**src/rtl/output_deskew.sv**
```systemverilog
// ============================================================================
// Module   : output_deskew
// Purpose  : Realigns the staggered result lanes leaving the systolic array
//            and optionally reverses their order. Emits each row as one
//            registered word with a valid strobe, a row index and a last flag.
// Revision : 1.0 - initial release
// ============================================================================
`default_nettype none

module output_deskew #(
    parameter int LENGTH     = 4,
    parameter int DATA_WIDTH = 16,
    parameter int REVERSE    = 1,
    parameter int ROWS       = 4
) (
    input  logic                                      clk,
    input  logic                                      rst,
    input  logic                                      in_valid,
    input  logic [LENGTH*DATA_WIDTH-1:0]              in_data,
    output logic                                      out_valid,
    output logic [LENGTH*DATA_WIDTH-1:0]              out_data,
    output logic [((ROWS > 1) ? $clog2(ROWS) : 1)-1:0] out_row_idx,
    output logic                                      out_last
);

    localparam int c_cnt_w = (ROWS > 1) ? $clog2(ROWS) : 1;

    logic [DATA_WIDTH-1:0]        w_aligned [LENGTH];
    logic [LENGTH*DATA_WIDTH-1:0] w_mapped;
    logic                         w_tail;

    logic                         r_out_valid;
    logic [LENGTH*DATA_WIDTH-1:0] r_out_data;
    logic [c_cnt_w-1:0]           r_out_row_idx;
    logic                         r_out_last;
    logic [c_cnt_w-1:0]           r_cnt;

    // Lane i arrives i cycles late, so it waits LENGTH-1-i cycles to line up.
    for (genvar g = 0; g < LENGTH; g++) begin : g_lane
        localparam int c_depth = LENGTH - 1 - g;
        if (c_depth == 0) begin : g_pass
            assign w_aligned[g] = in_data[DATA_WIDTH*g +: DATA_WIDTH];
        end else begin : g_dly
            logic [DATA_WIDTH-1:0] r_dly [c_depth];
            always_ff @(posedge clk or posedge rst) begin
                if (rst) begin
                    for (int k = 0; k < c_depth; k++) begin
                        r_dly[k] <= '0;
                    end
                end else begin
                    r_dly[0] <= in_data[DATA_WIDTH*g +: DATA_WIDTH];
                    for (int k = 1; k < c_depth; k++) begin
                        r_dly[k] <= r_dly[k-1];
                    end
                end
            end
            assign w_aligned[g] = r_dly[c_depth-1];
        end
    end

    if (LENGTH > 1) begin : g_vpipe
        logic [LENGTH-2:0] r_vpipe;
        always_ff @(posedge clk or posedge rst) begin
            if (rst) begin
                r_vpipe <= '0;
            end else begin
                r_vpipe[0] <= in_valid;
                for (int k = 1; k < LENGTH - 1; k++) begin
                    r_vpipe[k] <= r_vpipe[k-1];
                end
            end
        end
        assign w_tail = r_vpipe[LENGTH-2];
    end else begin : g_vnone
        assign w_tail = in_valid;
    end

    always_comb begin
        w_mapped = '0;
        for (int i = 0; i < LENGTH; i++) begin
            if (REVERSE != 0) begin
                w_mapped[DATA_WIDTH*i +: DATA_WIDTH] = w_aligned[LENGTH-1-i];
            end else begin
                w_mapped[DATA_WIDTH*i +: DATA_WIDTH] = w_aligned[i];
            end
        end
    end

    // Index and last flag are registered alongside the row they describe.
    always_ff @(posedge clk or posedge rst) begin
        if (rst) begin
            r_out_valid   <= 1'b0;
            r_out_data    <= '0;
            r_out_row_idx <= '0;
            r_out_last    <= 1'b0;
            r_cnt         <= '0;
        end else begin
            r_out_valid <= w_tail;
            r_out_last  <= w_tail && (r_cnt == c_cnt_w'(ROWS - 1));
            if (w_tail) begin
                r_out_data    <= w_mapped;
                r_out_row_idx <= r_cnt;
                if (r_cnt == c_cnt_w'(ROWS - 1)) begin
                    r_cnt <= '0;
                end else begin
                    r_cnt <= r_cnt + 1'b1;
                end
            end
        end
    end

    assign out_valid   = r_out_valid;
    assign out_data    = r_out_data;
    assign out_row_idx = r_out_row_idx;
    assign out_last    = r_out_last;

endmodule

`default_nettype wire
```
**config.mk**
```make
export PLATFORM = sky130hd
export DESIGN_NAME = output_deskew
export DESIGN_NICKNAME = d
export VERILOG_FILES = /design/src/rtl/output_deskew.sv
export SDC_FILE = /design/constraint.sdc
export NUM_CORES = 1
export LEC_CHECK = 0
export BUFFER_PORTS_ARGS = -buffer_cell sky130_fd_sc_hd__clkbuf_2
export CAP_MARGIN = 20
export CORE_UTILIZATION = 52
export CTS_CLUSTER_DIAMETER = 60
export DETAILED_ROUTE_END_ITERATION = 16
export GPL_TIMING_DRIVEN = 0
export PLACE_DENSITY = 0.78
export SLEW_MARGIN = 10
export SYNTH_ARGS = -nofsm -noshare
export SYNTH_HDL_FRONTEND = slang
export SYNTH_SLANG_ARGS = --single-unit
```
**constraint.sdc**
```tcl
create_clock -name clk -period 6.6 [get_ports clk]
set_clock_uncertainty 0.15 [all_clocks]
set_input_delay 0.33 -clock clk [delete_from_list [all_inputs] [get_ports clk]]
set_output_delay 0.33 -clock clk [all_outputs]
set_load 0.05 [all_outputs]
```
==> flow_summary.json <==
{
  "timing.slew.headroom": 0.6548,
  "timing_max_transition_violations_final": 0,
  "drt_pre_antenna_iters": 3,
  "initial_antenna_violation_count": 0,
  "cts_tree": "done",
  "cts_inserted_buffers": 17,
  "regToRegEndpoint": "out_row_idx[0]",
  "setup_slack_ns": 4.921,
  "tightestPinTransition_ns": 0.5177,
  "chipWidth_um": 104.1,
  "route.detailed.wl_per_inst_um": 15.61,
  "grt_pass1_vias": 3087,
  "deepest_level_of_the_cts_h_tree": 4,
  "synth-seq-area-share": 0.7802,
  "coreArea_um2": 9955,
  "grt_start_max_net_pins": 94,
  "worstPathRequired_ns": 6.12,
  "design.portCount": 135,
  "final_layout_size_suffix_gt1_frac": 0.5000,
  "place.detailed.hpwl_um": 5477,
  "antenna_cells": 0,
  "routed-via-count": 2796,
  "synth_cell_type_count": 10,
  "cts.sink_count": 169,
  "worst_hold_startpoint": "g_lane[1].g_dly.r_dly[24]",
  "row_count": 36,
  "insertion_delay_ns": 0.52,
  "detail_route.iter0.violations": 84,
  "irDropWorstVdd_uv": 231.8,
  "cp_max_fo": 2,
  "outcome": "complete, no violations",
  "critical_path.top_delay_family": "flip-flops",
  "hold_class": "register to register",
  "setup.worst_path.start_class": "register",
  "synthesis.nets": 317,
  "maxcap_violations": 0,
  "final_cell_mix": "sky130_fd_sc_hd__dfrtp_1, sky130_fd_sc_hd__clkbuf_2, sky130_fd_sc_hd__mux2_4, sky130_fd_sc_hd__dlygate4sd3_1, sky130_fd_sc_hd__clkbuf_16",
  "critical_path_arrival_ns": 1.20,
  "clk_transition_reported_paths_ns": 0.06,
  "crit_slowest_cell": "sky130_fd_sc_hd__dfrtp_1",
  "cpPeakStageDelay_ns": 0.39,
  "start_util": 0.5445,
  "detail_route.vias_per_cell": 4.546,
  "criticalPathCategory": "register to output port",
  "hold_viol_final": 0,
  "routed_wire_length_um": 9602,
  "grt_use_total": 0.1976,
  "count_of_endpoints_failing_setup_in_the_final_report": 0,
  "p_per_area_nw_per_um2": 332.9,
  "crit_path_cell_trace": "clkbuf_2",
  "launch_instance_of_the_worst_register_to_register_path": "g_vpipe.r_vpipe[2]",
  "cts_repair_resize_count": 0,
  "total_power_mw": 2.508,
  "synth.avg_cell_area_um2": 21.77,
  "grt_pass1_wl_um": 15690,
  "worst-r2r-cell-count": 3,
  "period_share": 0.2544,
  "fp.dieArea_um2": 10840,
  "synthToLayoutAreaGrowth_pct": 38.97,
  "tns_ns": 0,
  "synth.cell_area_um2": 5420,
  "dp_slack_ns": 5.199,
  "finalCriticalPeriod_ns": 1.679,
  "final_nets": 537,
  "clk_path_buf_depth": 2,
  "hold_ws_ns": 0.1960,
  "mostFrequentLayoutCell": "sky130_fd_sc_hd__dfrtp_1",
  "hold_depth": 0,
  "timing.hold.worst_endpoint": "g_lane[1].g_dly.r_dly[8]",
  "die_height_um": 104.1,
  "power_leakage_nw": 3.747,
  "cp-end-kind": "output port",
  "synth_cells": 249,
  "cts_root_buf": "sky130_fd_sc_hd__clkbuf_8",
  "clock.fmax_ghz": 0.5955,
  "grt_setup_unrepaired": "false",
  "place.gp.congestion": 0.7259,
  "slack_of_the_worst_reg_to_reg_path_ns": 5.27,
  "globalRouteOverflowTotal": 0,
  "crit_buf_inv": 1,
  "portBuffers": 134,
  "number_of_nets_with_antenna_violations_after_routing": 0,
  "synth_seq_cells": 169,
  "number_of_remaining_drc_errors": 0,
  "yosysWarnings": 0,
  "postCtsSetupBuffers": 0
}
[synthesized netlist by cell type (all sizes together)]
cell	count	area, um2
mux2i	1	10.01
and2	1	6.260
ha	1	12.51
mux2	67	1006
buf	8	146.4
dfrtp	169	4229
inv	1	3.750
nand2b	1	6.260
[cell families after synthesis]
group / share of synthesized area
adder cells (fa/ha/maj): 0.002308
buffers and inverters: 0.02770
flip-flops: 0.7802
multiplexers: 0.1874
AND/OR/NAND/NOR: 0.002310
[cell type report]
cell class	count	area (um2)
clock buffer	22	462.9
clock inverter	10	116.4
multi-input combinational	71	1041
fill	580	2422
buffer	8	146.4
timing repair buffer	201	1359
inverter	1	11.26
tap	133	166.4
sequential	169	4229
[metal layers]
| metal | GRT usage | wire, um | share of wire |
|---|---|---|---|
| met1 | 0.2408 | 4023 | 0.42 |
| met2 | 0.3219 | 4963 | 0.52 |
| met3 | 0.05890 | 396 | 0.041 |
| met4 | 0.1000 | 218 | 0.023 |
| met5 | 0 | 0 | 0 |
[what timing repair did]
action	in CTS	in global routing
hold buffers	66	0
endpoints found under the hold margin	141	0
endpoints found under the setup margin	0	0
[sequential cells by signal, summed over array words and instances, names as in the netlist]
register / flops
out_last: 1
r_cnt: 2
out_row_idx: 2
g_vpipe.r_vpipe: 3
out_data: 64
g_lane.g_dly.r_dly: 96
out_valid: 1
[worst register-to-register path, cell delays in order (launching register included)]
cell and delay (ns):
sky130_fd_sc_hd__dfrtp_1 0.36, sky130_fd_sc_hd__buf_6 0.20, sky130_fd_sc_hd__buf_8 0.18, sky130_fd_sc_hd__mux2_4 0.31
[metrics by stage]
step,utilization,cells,cell area (um2)
3_5_place_dp,0.6321,517,6292
4_1_cts,0.7567,615,7532
2_1_floorplan,-,249,5420
6_report,0.7567,615,7532
5_1_grt,0.7567,615,7532
3_3_place_gp,0.6286,516,6257
[power breakdown]
part,internal (mW),total (mW),switching [mW]
sequential,1.12,1.16,0.0421
clock,0.569,0.945,0.376
combinational,0.154,0.402,0.249
[worst max-delay path by stage]
stage / from / to / slack [ns] / depth (start not counted)
after global routing: out_data[40] / out_data[40] / 4.86 / 1
after CTS: out_data[44] / out_data[44] / 4.89 / 1
after detailed placement: rst / r_cnt[1] / 5.20 / 3
after floorplan: rst / g_lane[0].g_dly.r_dly[0] / 1.54 / 1
final: out_data[40] / out_data[40] / 4.92 / 1
after global placement: rst / out_data[55] / 0.17 / 2
(Power assumes the default switching activity.)
